**config.mk**
```make
export PLATFORM = sky130hd
export DESIGN_NAME = led_recv
export DESIGN_NICKNAME = d
export VERILOG_FILES = /design/src/rtl/led_recv.sv
export SDC_FILE = /design/constraint.sdc
export NUM_CORES = 1
export LEC_CHECK = 0
export ABC_CLOCK_PERIOD_IN_PS = 3200
export CORE_ASPECT_RATIO = 1.75
export CORE_UTILIZATION = 55
export DETAILED_ROUTE_END_ITERATION = 16
export HOLD_SLACK_MARGIN = 0.12
export MAX_ROUTING_LAYER = met4
export PLACE_DENSITY = 0.76
export SYNTH_ARGS = -nofsm -noshare
export SYNTH_HDL_FRONTEND = slang
export SYNTH_SLANG_ARGS = --single-unit
```
**constraint.sdc**
```tcl
create_clock -name clk -period 3.2 [get_ports clk]
set_clock_uncertainty 0.15 [all_clocks]
set_input_delay 0.96 -clock clk [delete_from_list [all_inputs] [get_ports clk]]
set_output_delay 0.96 -clock clk [all_outputs]
set_load 0.01 [all_outputs]
```
**src/rtl/led_recv.sv**
```systemverilog
// -----------------------------------------------------------------------------
// led_recv -- receiver for an APA102-style serial LED stream.
//
// A packet is a start frame of at least 32 zero bits, LED_NUM LED frames of
// 32 bits each (3'b111, 5-bit brightness, 24-bit BGR, MSB first), and a
// 32-bit all-ones end frame. Every LED frame is written to a downstream FIFO.
// Protocol violations and optional timeouts produce a one-clk err pulse.
//
// Parameters:
//   LED_NUM      LED frames expected between start and end frame
//   TIMEOUT_CNT  clk cycles without a cki edge, mid-packet, before abort
//
// Ports:
//   clk        in   system clock
//   rst        in   synchronous active-high reset
//   cki        in   serial LED clock (asynchronous, at most clk/4)
//   sdi        in   serial LED data, sampled on cki rising edge
//   fifo_full  in   downstream FIFO cannot accept a write
//   wr         out  one-clk FIFO write strobe
//   wr_data    out  frame bits [23:0], valid while wr is high
//   wr_bright  out  frame bits [28:24], valid while wr is high
//   frame_done out  one-clk pulse when a valid end frame completes
//   err        out  one-clk pulse on a protocol error or timeout
//   ovf        out  sticky: an LED frame was dropped because of fifo_full
//   busy       out  receiver is inside a packet (state is not HUNT)
//   led_cnt    out  LED frames received in the current packet
//
// Configuration macro:
//   LED_RECV_TIMEOUT_EN  when defined, a stalled packet is aborted after
//                        TIMEOUT_CNT clk cycles; otherwise it waits forever.
//
// Latency: wr / frame_done appear 4 clk cycles after the final cki rising
// edge at the pin (2 synchronizer stages, 1 bit-capture stage, 1 output reg).
// -----------------------------------------------------------------------------
module led_recv #(
  parameter int LED_NUM     = 4,
  parameter int TIMEOUT_CNT = 64
) (
  input  logic        clk,
  input  logic        rst,
  input  logic        cki,
  input  logic        sdi,
  input  logic        fifo_full,
  output logic        wr,
  output logic [23:0] wr_data,
  output logic [4:0]  wr_bright,
  output logic        frame_done,
  output logic        err,
  output logic        ovf,
  output logic        busy,
  output logic [10:0] led_cnt
);

  typedef enum logic [1:0] {
    ST_HUNT  = 2'd0,
    ST_FRAME = 2'd1,
    ST_END   = 2'd2
  } state_t;

  localparam logic [10:0] LED_NUM_C = 11'(LED_NUM);

  state_t      state_r;
  state_t      state_nxt_s;

  logic        cki_s1_r;
  logic        cki_s2_r;
  logic        cki_s3_r;
  logic        sdi_s1_r;
  logic        sdi_s2_r;
  logic        rise_s;

  logic        bit_vld_r;
  logic        bit_r;

  logic [5:0]  zero_cnt_r;
  logic [4:0]  bit_cnt_r;
  logic [30:0] shift_r;

  logic [31:0] word_s;
  logic        last_s;
  logic        frame_ok_s;
  logic        hunt_start_s;
  logic [10:0] led_cnt_inc_s;
  logic        tmo_hit_s;

  logic        wr_nxt_s;
  logic        done_nxt_s;
  logic        err_nxt_s;
  logic        drop_s;
  logic        led_inc_s;

  // The full frame as it stands once the current bit is shifted in.
  assign word_s        = {shift_r, bit_r};
  assign last_s        = bit_vld_r && (bit_cnt_r == 5'd31);
  assign frame_ok_s    = (word_s[31:29] == 3'b111);
  assign hunt_start_s  = (state_r == ST_HUNT) && bit_vld_r && bit_r && (zero_cnt_r == 6'd32);
  assign led_cnt_inc_s = led_cnt + 11'd1;
  assign rise_s        = cki_s2_r && !cki_s3_r;

`ifdef LED_RECV_TIMEOUT_EN
  localparam int               TMO_W    = $clog2(TIMEOUT_CNT + 1);
  localparam logic [TMO_W-1:0] TMO_LAST = TMO_W'(TIMEOUT_CNT - 1);

  logic [TMO_W-1:0] tmo_cnt_r;

  // Counts clk cycles since the last received bit while inside a packet.
  always_ff @(posedge clk) begin
    if (rst) begin
      tmo_cnt_r <= '0;
    end else if (bit_vld_r || (state_nxt_s == ST_HUNT)) begin
      tmo_cnt_r <= '0;
    end else begin
      tmo_cnt_r <= tmo_cnt_r + TMO_W'(1);
    end
  end

  assign tmo_hit_s = (state_r != ST_HUNT) && !bit_vld_r && (tmo_cnt_r == TMO_LAST);
`else
  // Timeout disabled: the expression is constant 0 for any legal TIMEOUT_CNT.
  assign tmo_hit_s = (TIMEOUT_CNT < 0);
`endif

  // Two-stage synchronizers for cki and sdi, plus a delayed cki for edge detect.
  always_ff @(posedge clk) begin
    if (rst) begin
      cki_s1_r <= 1'b0;
      cki_s2_r <= 1'b0;
      cki_s3_r <= 1'b0;
      sdi_s1_r <= 1'b0;
      sdi_s2_r <= 1'b0;
    end else begin
      cki_s1_r <= cki;
      cki_s2_r <= cki_s1_r;
      cki_s3_r <= cki_s2_r;
      sdi_s1_r <= sdi;
      sdi_s2_r <= sdi_s1_r;
    end
  end

  // Captures the data bit in the cycle a cki rising edge is detected.
  always_ff @(posedge clk) begin
    if (rst) begin
      bit_vld_r <= 1'b0;
      bit_r     <= 1'b0;
    end else begin
      bit_vld_r <= rise_s;
      bit_r     <= rise_s ? sdi_s2_r : bit_r;
    end
  end

  // FSM state register.
  always_ff @(posedge clk) begin
    if (rst) begin
      state_r <= ST_HUNT;
    end else begin
      state_r <= state_nxt_s;
    end
  end

  // FSM next-state logic.
  always_comb begin
    state_nxt_s = state_r;
    case (state_r)
      ST_HUNT: begin
        if (hunt_start_s) begin
          state_nxt_s = ST_FRAME;
        end else begin
          state_nxt_s = ST_HUNT;
        end
      end
      ST_FRAME: begin
        if (tmo_hit_s) begin
          state_nxt_s = ST_HUNT;
        end else if (last_s) begin
          if (!frame_ok_s) begin
            state_nxt_s = ST_HUNT;
          end else if (led_cnt_inc_s == LED_NUM_C) begin
            state_nxt_s = ST_END;
          end else begin
            state_nxt_s = ST_FRAME;
          end
        end else begin
          state_nxt_s = ST_FRAME;
        end
      end
      ST_END: begin
        if (tmo_hit_s || last_s) begin
          state_nxt_s = ST_HUNT;
        end else begin
          state_nxt_s = ST_END;
        end
      end
      default: begin
        state_nxt_s = ST_HUNT;
      end
    endcase
  end

  // FSM output decode: at most one of wr / frame_done / err per cycle.
  always_comb begin
    wr_nxt_s   = 1'b0;
    done_nxt_s = 1'b0;
    err_nxt_s  = 1'b0;
    drop_s     = 1'b0;
    led_inc_s  = 1'b0;
    case (state_r)
      ST_FRAME: begin
        if (tmo_hit_s) begin
          err_nxt_s = 1'b1;
        end else if (last_s) begin
          if (!frame_ok_s) begin
            err_nxt_s = 1'b1;
          end else begin
            led_inc_s = 1'b1;
            if (fifo_full) begin
              drop_s = 1'b1;
            end else begin
              wr_nxt_s = 1'b1;
            end
          end
        end else begin
          err_nxt_s = 1'b0;
        end
      end
      ST_END: begin
        // All-ones here is always the end frame, never a white LED frame.
        if (tmo_hit_s) begin
          err_nxt_s = 1'b1;
        end else if (last_s) begin
          if (word_s == 32'hFFFF_FFFF) begin
            done_nxt_s = 1'b1;
          end else begin
            err_nxt_s = 1'b1;
          end
        end else begin
          err_nxt_s = 1'b0;
        end
      end
      default: begin
        err_nxt_s = 1'b0;
      end
    endcase
  end

  // Start-frame zero counter, saturating at 32; cleared when a packet ends.
  always_ff @(posedge clk) begin
    if (rst) begin
      zero_cnt_r <= 6'd0;
    end else if (state_r == ST_HUNT) begin
      if (bit_vld_r) begin
        if (bit_r) begin
          zero_cnt_r <= 6'd0;
        end else if (zero_cnt_r != 6'd32) begin
          zero_cnt_r <= zero_cnt_r + 6'd1;
        end
      end
    end else begin
      zero_cnt_r <= 6'd0;
    end
  end

  // Frame shift register and bit counter; the start bit is frame bit 31.
  always_ff @(posedge clk) begin
    if (rst) begin
      shift_r   <= 31'd0;
      bit_cnt_r <= 5'd0;
    end else if (state_r == ST_HUNT) begin
      if (hunt_start_s) begin
        shift_r   <= 31'd1;
        bit_cnt_r <= 5'd1;
      end
    end else if (bit_vld_r) begin
      shift_r   <= word_s[30:0];
      bit_cnt_r <= bit_cnt_r + 5'd1;
    end
  end

  // LED frame counter: cleared on a new start frame, held while hunting.
  always_ff @(posedge clk) begin
    if (rst) begin
      led_cnt <= 11'd0;
    end else if (hunt_start_s) begin
      led_cnt <= 11'd0;
    end else if (led_inc_s) begin
      led_cnt <= led_cnt_inc_s;
    end
  end

  // Registered outputs.
  always_ff @(posedge clk) begin
    if (rst) begin
      wr         <= 1'b0;
      wr_data    <= 24'd0;
      wr_bright  <= 5'd0;
      frame_done <= 1'b0;
      err        <= 1'b0;
      ovf        <= 1'b0;
      busy       <= 1'b0;
    end else begin
      wr         <= wr_nxt_s;
      frame_done <= done_nxt_s;
      err        <= err_nxt_s;
      busy       <= (state_nxt_s != ST_HUNT);
      if (wr_nxt_s) begin
        wr_data   <= word_s[23:0];
        wr_bright <= word_s[28:24];
      end
      if (drop_s) begin
        ovf <= 1'b1;
      end
    end
  end

endmodule
```
==> results of run 1 <==
-- final timing paths --
path                start    endpoint  depth (start not counted)
max            led_cnt[0]  led_cnt[0]                          1
max reg2reg  bit_cnt_r[0]  led_cnt[9]                          7
min reg2reg      cki_s3_r   bit_vld_r                          1
min              cki_s3_r   bit_vld_r                          1
-- logic make-up after synthesis --
logic type               after synthesis  synth area share (%)
adder cells (fa/ha/maj)               10                  3.14
XOR/XNOR                              10                  2.20
AND/OR/NAND/NOR                      225                  28.6
buffers and inverters                 35                  3.36
multiplexers                           1                 0.251
AO/OA/AOI/OAI                         99                  14.2
flip-flops                            96                  48.3
-- flip-flops by register name, indices dropped and copies added (netlist names), 2 cells and up --
register / count
shift_r: 31
wr_data: 24
led_cnt: 11
zero_cnt_r: 6
bit_cnt_r: 5
wr_bright: 5
state_r: 2
-- cells in the mapped netlist (all sizes together) (6+ instances only) --
cell and count:
clkbuf 24, inv 6, a21oi 72, xor2 6, nor3 6, nor2 18
nor2b 14, dfxtp 96, nand4 13, nand3b 33, nand2 106, ha 10
or3 6, nand3 10
-- metal layers --
layer / up-vias / GRT usage [%] / routed length, um
met4: 0 / 13.0 / 227
met3: 20 / 5.48 / 312
met1: 1651 / 29.3 / 3610
li1: 1726 / - / -
met5: - / - / 0
met2: 75 / 44.0 / 4750
-- cell type report --
type	count	area [um2]	share of cell area (%)
timing repair buffer	58	553	11.5
inverter	6	22.5	0.467
multi-input combinational	345	1930	40.1
sequential	96	1920	39.8
clock inverter	4	45.0	0.934
tap	84	105	2.18
clock buffer	11	243	5.03
-- per-stage QoR --
step / power, mW / setup WS (ns) / std cells / instance area, um2
2_1_floorplan: 1.25 / 0.936 / 476 / 3980
3_3_place_gp: 1.27 / 0.704 / 589 / 4540
3_5_place_dp: 1.27 / 0.686 / 589 / 4540
4_1_cts: 2.30 / 0.540 / 604 / 4820
5_1_grt: 2.36 / 0.497 / 604 / 4820
6_report: 2.28 / 0.542 / 604 / 4820
-- power by group through the flow --
stage | registers, mW | clock network, mW | logic, mW
2_1_floorplan | 1.23 | 0 | 0.0254
3_3_place_gp | 1.23 | 0 | 0.0388
3_5_place_dp | 1.23 | 0 | 0.0390
4_1_cts | 1.20 | 1.06 | 0.0391
5_1_grt | 1.20 | 1.12 | 0.0431
6_report | 1.20 | 1.04 | 0.0391
==> summary by stage, run 1 <==
Logic synthesis
The register area share after synthesis is 48.3%. Counting every instance in the synthesized netlist gives ~480. The most used flip-flop cell after synthesis is dfxtp_1. Dividing the synthesized area by the synthesized cell count gives 8.36 um2. The post-synthesis cell area is 3980 um2. The number of flops mapped to enable cells by yosys is 0. The count of cell types in the netlist is 45.

dfxtp_1 takes more of the synthesized area than any other cell. The share of the synthesized area in the top cell type is 48.3%. The number of warnings printed during yosys synthesis is 0.

The synthesized netlist net count is 491. The fraction of registers with async set/reset is 0%. Yosys attributes the largest share of cell area to dfxtp_1 (48%), nand2_1 (10%), a21oi_1 (9.1%). Synthesis inferred 96 register bits.

Worst setup path
The critical path data required time is 2.09 ns. STA classifies the critical path startpoint as a flop. The kind of capture point of the worst setup path is an output pin. On the worst path, the slowest cell contributes a delay of 0.62 ns. Of all nets on the critical path, the largest fanout is 11.

The arrival time of data at the critical path endpoint is 1.55 ns. The signal on the critical path passes through clkdlybuf4s50_1. The combined buffer and inverter count along the critical path is 1. In this run the register-to-register setup slack is 0.72 ns.

The kind of cell with the highest combined delay on the critical path is buffers and inverters. The critical path class is flop to output pin. The highest-delay cell along the critical path is clkdlybuf4s50_1.

STA
The total negative setup slack is 0 ns. The max-slew violation count is 0. The timing-limited maximum frequency is 376 MHz.

Setup repair after global routing left no endpoint under its margin. After layout, the minimum clock period comes to 2.66 ns. The count of endpoints failing hold in the final timing report is 0. The fraction of the cycle the final worst path needs is between 80% and 90%.

The hold slack is 0.266 ns. In this run the tightest slew margin relative to its limit is 54.5%. The transition time at the pin with the least slew margin is 0.682 ns.

The number of setup violations in the final report is 0.

Clock network
For the worst-skew pair, the clock arrives at the later sink with an insertion delay of 0.34 ns. TritonCTS built the clock tree. The number of buffers inserted for hold repair after clock tree synthesis is 0.

The post-CTS setup repair buffer count is 0. In this run the clock root is driven by a clkbuf_16. The number of gates given a new drive strength after cts is 0. The number of CTS-inserted buffers is 9. The tree built by TritonCTS fans out to 96 sinks. The clock transition time at the flip-flop clock pins of the worst setup and hold paths is 0.06 ns. The H-tree was split into 3 levels.

The clock tree buffer depth is 2.

Pwr
Net switching is 19.9% of the power. The internal portion of total power is roughly 1.8 mW. In this run the static leakage power is 1.61 nW. The power density over the cells is 473 nW/um2. In this run, flip-flops and latches consume 52.6% of the power. The peak supply drop is approximately 450 uV. The relative contribution of combinational cells to total power is 1.7%. The share of total power dissipated in the clock network is 45.7%.

Summed over all nets, the switching power comes to 454 uW.

Floorplanning
The die footprint is about 7600 um2. The chip width is 66.3 um. The I/O pin count is 50. The initial core utilization is ~58%. In this run the vertical extent of the chip is 115 um. The region available for standard cell placement spans 6910 um2. The site row count is 40.

Route
The detailed-route wire length per cell is between 10 and 15 um. In this run the remaining antenna-violating nets after routing total 0. The first routing iteration left 162 violations. The number of iterations in the first detailed-routing pass is 4. Wires add up to a little under 9000 um. The routed via count is 3472.

After detailed routing, the number of vias per cell comes to about 5.7. After detailed routing, the number of remaining DRC violations is 0.

Finish
Cells fill 69.9% of the core in the end. At the end of the flow, the number of nets in the layout was 531. Leaving out fill and tap cells, the most frequent cell in the layout is nand2_1.

The layout-stage area growth over the synthesis result is 21.2%. 0 antenna diodes ended up in the layout. The filler cell count in the final layout is between 500 and 600. Leaving out fill and tap cells, the most frequent cells in the layout are nand2_1 (106), dfxtp_1 (96), a21oi_1 (71).

The fraction of layout cells with a size suffix above 1 is under 10%.

Place
The placer's final routability congestion estimate is 0.856. After legalization and detailed placement, the total HPWL measured 5970 um. Port buffering added 49 buffers.

Worst hold path
The tightest min-delay check is of the flop to flop type.

Global routing
The initial antenna violation count is 0. The number of global-route vias before repair is 3383. Entering global routing, the biggest net connects between 40 and 50 pins.

The global-route wire length before repair is 15100 um. The global-route usage over all layers is roughly a quarter. Global routing finished with a remaining overflow of 0.

Outcome
The run finished with clean final reports.

Flow run
Max-cap violations in this run came to 0.
(Power assumes the default switching activity.)
==> inputs of run 2 (changes only) <==
- ABC_CLOCK_PERIOD_IN_PS: 3200 -> 2600
- clock period: 3.2 -> 2.6 ns (I/O delays scaled with it)
==> summary by stage, run 2 (synthesis gave the netlist of run 1 again) <==
Clock network
The post-CTS setup repair buffer count is 0. In this run, post-CTS hold repair placed 0 buffers. TritonCTS built the clock tree. The clock transition time at the flip-flop clock pins of the worst setup and hold paths is about 0.060 ns. The clock tree buffer depth is 2. The clock root buffer master is clkbuf_16. Counting the buffers created by CTS gives 9. The number of levels in the clock H-tree is 3. In this run, post-CTS repair resized a total of 0 instances. Clock tree synthesis found a total of 96 sinks.

For the worst-skew pair, the clock arrives at the later sink with an insertion delay of around 0.34 ns.

Worst hold path
In this run the worst hold path is classified as flop to flop. The critical hold path startpoint is cki_s3_r. Counting instances, the worst hold path has a depth of 1. The worst-case hold path end point is bit_vld_r.

Pwr
The design draws between 2 and 3 mW. The power density over the cells is between 600 and 700 nW/um2. Summed over all cells, the static leakage comes to 1.64 nW. The peak supply drop is 575 uV.

Finish
The finished cells cover between 4000 and 5000 um2. Leaving out fill and tap cells, the most frequent cell in the layout is nand2_1. The register with the most flip-flops in the layout has 31 of them. The area of all sequential standard cells is 1920 um2.

Compared with the post-synthesis result, the final layout area differs by 23.4%. In the final layout, the registers with the most flip-flops are shift_r x31, wr_data x24, led_cnt x11. The post-layout net count is 533. The register with the highest flop count is shift_r. Cells with a size suffix above 1 make up 6.31% of the layout. The top cell types in the final layout, fill and taps aside, are nand2_1 (106), dfxtp_1 (96), a21oi_1 (71). The area of the multi-input gates is 1930 um2. The number of antenna diodes in the final layout is 0. The filler cell count in the final layout is roughly 580.

Route
The number of iterations in the first detailed-routing pass is 4. The routed via count is approximately 3500. The detailed-route wire length per cell is roughly 15 um. In this run the remaining antenna-violating nets after routing total 0. The remaining routing DRC violations is 0. Using the TritonRoute via totals, the vias-per-cell ratio works out to between 5 and 6.

The first routing iteration left 190 violations. Wires add up to 9010 um.

Worst setup path
The number of buffers and inverters on the critical path is 1. The sort of element at the start of the critical path is a flop. Traced cell by cell, the critical path runs through clkdlybuf4s50_1. The cell family contributing the most delay on the critical path is buffers and inverters. The count of cells along the worst register-to-register path is 7. In this run the worst path has a maximum fanout of 11. At the worst endpoint, the arrival time is 1.54 ns. Data on the critical path is required at its endpoint by 1.67 ns.

For flop-to-flop paths, the worst setup slack is between 0.2 and 0.25 ns. The kind of capture point of the worst setup path is an output pin. In this run the critical register-to-register path is captured at led_cnt[9].

The critical path class is flop to output pin. Among all stages on the critical path, the largest delay is contributed by clkdlybuf4s50_1. The launch point of the worst reg-to-reg path is bit_cnt_r[0]. The largest stage delay on the critical path is 0.62 ns.

Floorplanning
The core region area is roughly 6900 um2. In this run the horizontal extent of the chip is 66.3 um. The I/O pin count is 50. The initial utilization of the core area, before any placement, comes to approximately 58%.

Row generation in the floorplan step produced 40 rows. The die footprint is 7600 um2. The die is 115 um tall.

STA
The transition time at the pin with the least slew margin is 0.638 ns. Based on the critical path, the design can be clocked at up to 406 MHz. The hold slack is 0.271 ns. The worst path uses 94.8% of the clock period. The final critical-path required period is 2.47 ns. The max-slew violation count was 0. The total negative setup slack is 0 ns. The worst max-slew margin expressed relative to the limit is between 50% and 60%. Setup violations remaining at the end of the flow were counted as 0. The setup slack after layout is approximately 0.13 ns. Setup repair after global routing left no endpoint under its margin.

The count of endpoints failing hold in the final timing report came to 0.

Outcome
The flow ran to the end, and the final reports show no timing, DRC or antenna violations.

Flow run
The tool flagged a number of max-cap violations equal to 0.

Global routing
The initial antenna violation count is 0. The first global-routing pass estimated 15200 um of wire. The largest net degree at the start of global routing is 61. The number of global-route vias before repair is 3376. For this run, the total global-route usage over all layers was measured as 26.5%. For this run the aggregate overflow at the end of global routing stands at 0.

Place
Summing all placed instances gives a cell area of between 4000 and 5000 um2. The number of port buffers is 49. Summed over all nets, the half-perimeter wirelength after detailed placement is 6020 um. Prior to clock tree synthesis, the placed netlist has a worst setup slack of 0.240 ns.

The congestion estimate from routability-driven global placement came to 0.856.
## run 2: how the worst max path moves through the flow
stage | startpoint | end | slack [ns] | depth (start not counted)
5_1_grt | bit_cnt_r[0] | led_cnt[9] | 0.06 | 7
6_report | led_cnt[0] | led_cnt[0] | 0.13 | 1
4_1_cts | led_cnt[0] | led_cnt[0] | 0.14 | 1
3_3_place_gp | fifo_full | wr_data[3] | 0.29 | 5
3_5_place_dp | bit_cnt_r[0] | led_cnt[9] | 0.24 | 7
2_1_floorplan | bit_cnt_r[0] | led_cnt[9] | 0.34 | 7
## run 2: power breakdown
group / switching, mW / internal (mW) / total [mW]
Combinational: 0.0346 / 0.0148 / 0.0494
Sequential: 0.00288 / 1.47 / 1.48
Clock: 0.530 / 0.922 / 1.45
Total: 0.567 / 2.41 / 2.98
## run 2: through the flow
| stage | instances | util [%] |
|---|---|---|
| global placement | 591 | 66.3 |
| floorplan | 476 | - |
| detailed placement | 591 | 66.3 |
| global route | 607 | 71.1 |
| CTS | 607 | 71.1 |
| finish | 607 | 71.1 |
## run 2: cell type report
cell class              count  area share [%]
clock buffers              14            5.58
clock inverters             2            1.22
inverters                   6           0.459
multi-input cells         345            39.4
flip-flops and latches     96            39.1
well taps                  84            2.14
repair buffers             60            12.1
## run 2: metal layers
metal | global-route usage, % | vias to the layer above | part of all wire, %
met5 | - | - | 0
li1 | - | 1724 | -
met2 | 45.9 | 59 | 53
met3 | 5.08 | 19 | 2.7
met4 | 11.8 | 0 | 2.2
met1 | 28.7 | 1707 | 42
## run 2: worst reg2reg max path, cell delays in order (launching register included)
cell     delay (ns)
dfxtp_1        0.38
ha_1           0.20
and3_1         0.16
ha_1           0.19
nand3_1        0.11
or4_4          0.57
or4_1          0.40
a21oi_1        0.14
==> inputs of run 3 (changes only) <==
- ABC_AREA: unset -> 1
- ABC_CLOCK_PERIOD_IN_PS: 2600 -> 2850
- CORE_MARGIN: unset -> 5
- clock period: 2.6 -> 2.85 ns (I/O delays scaled with it)
==> summary by stage, run 3 <==
Global routing
The number of global-route vias before repair is 3271. The largest net degree at the start of global routing is 64. The global-route congestion overflow total is 0. The initial antenna violation count is 0. The first global-routing pass estimated roughly 15000 um of wire. The global-route usage over all layers is 20.9%.

Route
Before antenna repair, the detailed router went through 4 iterations. The count of antenna-violating nets left after detailed routing is 0. The total routed wirelength is slightly below 9000 um. For this block, the initial DRC count from the detailed router was 316. After detailed routing, the average wire length per cell comes to 13.0 um. The remaining routing DRC violations is 0. The routed layout has 3592 vias.

The via count normalized by instance count is 5.26.

Logic synthesis
For this run, the leading register cell type out of synthesis is dfxtp_1. The synthesized netlist cell count is 552. The count of state elements after synthesis is between 90 and 100. The share of the synthesized area in the top cell type is 47.1%. Averaged over all synthesized cells, the footprint is 7.39 um2. The number of nets handed over by synthesis was 567. Ranked by instance count, the synthesized netlist is headed by dfxtp_1 (96), a21oi_1 (79), inv_1 (76), nand2_1 (75), o21ai_0 (71).

In the synthesized netlist the async set-or-reset flop fraction comes to 0%. Sorting the synthesized cells by area gives the leading types as dfxtp_1 (47%), a21oi_1 (9.7%), o21ai_0 (8.7%). The number of warnings printed during yosys synthesis is 0.

The number of flops mapped to enable cells by yosys is 0. The most repeated cell in the gate-level netlist after synthesis is dfxtp_1. The dominant cell type by area after synthesis is dfxtp_1.

The register area share after synthesis is 47.1%. In this run the cell area of the synthesized design comes to 4080 um2. The netlist uses 29 different library cells.

Finish
The flip-flop count of the largest register, all copies and words added is 31. The final design utilization is 68.0%. In the final layout, the share of cells above drive strength 1 is approximately 4.7%.

In the final layout, the registers with the most flip-flops are shift_r x31, wr_data x24, led_cnt x11. The register with the highest flop count is shift_r. The post-layout net count is 607. The number of diodes added for antenna fixing is 0. Summing all non-filler instances in the final layout gives an area of 4920 um2.

The count of non-filler cells in the finished layout is 683. Leaving out fill and tap cells, the most frequent cell in the layout is dfxtp_1. In the layout the commonest cells are dfxtp_1 (96), a21oi_1 (79), inv_1 (76). The layout-stage area growth over the synthesis result is 20.7%.

Place
The worst slack at placement is 0.427 ns. The final HPWL from detailed placement is 6010 um. The cell count after placement is 667.

The number of port buffers is 49. At the end of routability-driven placement, the weighted congestion stood at approximately 0.86. The total placed instance area is 4600 um2.

Worst setup path
STA puts the critical path data arrival time at 2.46 ns. The critical path data required time is between 2 and 3 ns. STA classifies the critical path startpoint as a flop. Traced cell by cell, the critical path runs through ha_1 > inv_1 > nor2_1 > ha_1 > nand2_1 > inv_1 > nand2_1 > or2_1 > buf_4 > o21ai_0 > a21oi_1.

In this design, the stage delay of the slowest critical-path cell is roughly 0.38 ns. The highest-delay cell along the critical path is dfxtp_1. The critical path class is flop to flop. The biggest fanout along the worst timing path is 59.

The kind of capture point of the worst setup path is a flop.

Clock network
The clock root buffer master is clkbuf_16. The clock insertion delay at the later pin of the skew report is about 0.34 ns. TritonCTS built the clock tree. Hold repair after CTS inserted 0 buffers. No sink is reached through more buffers than the 2 on the longest clock path. The number of CTS-inserted buffers is 9. The CTS sink count is 96. Once the clock tree was built, the resizer swapped 0 gates to a different size. Buffers added to address setup during post-CTS repair amount to 0. Clock-pin slew was measured on the worst setup and hold paths at 0.06 ns. In this run the number of H-tree levels came out at 3.

Pwr
For this design the static power due to leakage is 1.99 nW. The peak supply drop is 545 uV. The power density over the cells is about 540 nW/um2.

STA
Setup violations remaining at the end of the flow were counted as 0. The worst max-slew margin expressed relative to the limit is 62.9%. Static timing analysis puts the maximum clock frequency at between 400 and 500 MHz. The max-slew violation count is 0. The total negative setup slack is 0 ns. Setup repair after global routing left no endpoint under its margin. For the pin with the worst max-slew slack, the measured transition is 0.556 ns. The worst path needs 2.41 ns of the cycle, external delays included. The count of endpoints failing hold in the final timing report is 0.

The worst path uses 84.4% of the clock period. The setup slack after layout is 0.443 ns.

Floorplanning
The die is 124 um tall. In this run the standard cell core region covers 7230 um2. The site row count is 41. The initial utilization of the core area, before any placement, comes to 56.4%. From left edge to right edge, the die measures between 70 and 80 um. In this run the count of I/O pins placed on the die edge is 50. The die footprint is 9300 um2.

Flow run
Max-cap violations in this run came to 0.

Outcome
The run finished with clean final reports.

Worst hold path
The min-delay analysis places its worst path in the category flop to flop.
==> run 3: changes by cell type after synthesis, sizes merged, moves of 5 or more <==
cell,previous run,this run
a21oi,72,79
and3,5,0
buf,5,13
clkbuf,24,12
inv,6,77
nand2,106,76
nand3,10,22
nand3b,33,1
nor2,18,66
nor2b,14,0
o21ai,5,71
or3,6,0
==> run 3: kinds of logic (layout without fill, tap and decap cells) <==
| group | after synthesis | count (layout) | synth area share, % |
|---|---|---|---|
| buf+inv | 103 | 148 | 10.2 |
| flops | 96 | 96 | 47.1 |
| compound gates | 155 | 155 | 19.3 |
| simple gates | 184 | 184 | 19.4 |
| xor+xnor | 4 | 4 | 0.859 |
| fa+ha+maj | 10 | 10 | 3.07 |
==> run 3: final timing paths <==
check,start,to,slack [ns],depth (start not counted)
worst min register to register,sdi_s1_r,sdi_s2_r,0.26,2
worst max register to register,bit_cnt_r[0],wr_data[10],0.44,11
worst min-delay path,sdi_s1_r,sdi_s2_r,0.26,2
worst max-delay path,bit_cnt_r[0],wr_data[10],0.44,11
==> run 3: cell type report <==
type	count	area [um2]
Timing Repair Buffer	54	541
Fill cell	584	2310
Inverter	78	293
Clock inverter	4	51.3
Sequential cell	96	1920
Clock buffer	12	267
Multi-Input combinational cell	353	1740
Tap cell	86	108
==> run 3: layer usage <==
metal	GRT usage (%)	part of all wire (%)	wire, um	vias up
li1	-	-	-	1867
met1	24.0	42	3740	1642
met2	35.4	52	4650	69
met3	4.04	3.7	329	14
met4	7.68	1.8	158	0
met5	-	0	0	-
==> run 3: power breakdown <==
group          switching [mW]  leakage, nW  total (mW)  internal (mW)
registers             0.00338        0.774        1.35           1.35
clock network           0.494        0.155        1.25          0.751
logic                  0.0306         1.06      0.0483         0.0177
total                   0.528         1.99        2.64           2.12
==> run 3: metrics by stage <==
step                total power, mW  hold slack, ns
finish                         2.64           0.262
global route                   2.72           0.288
CTS                            2.67           0.263
detailed placement             1.43           0.254
global placement               1.43           0.248
floorplan                      1.41           0.238
==> run 3: worst max-delay path, delay by kind of cell (launching register included) <==
kind	cells	cell delay (ns)
simple gates	4	0.67
buf+inv	3	0.43
fa+ha+maj	2	0.34
flops	1	0.38
compound gates	2	0.28
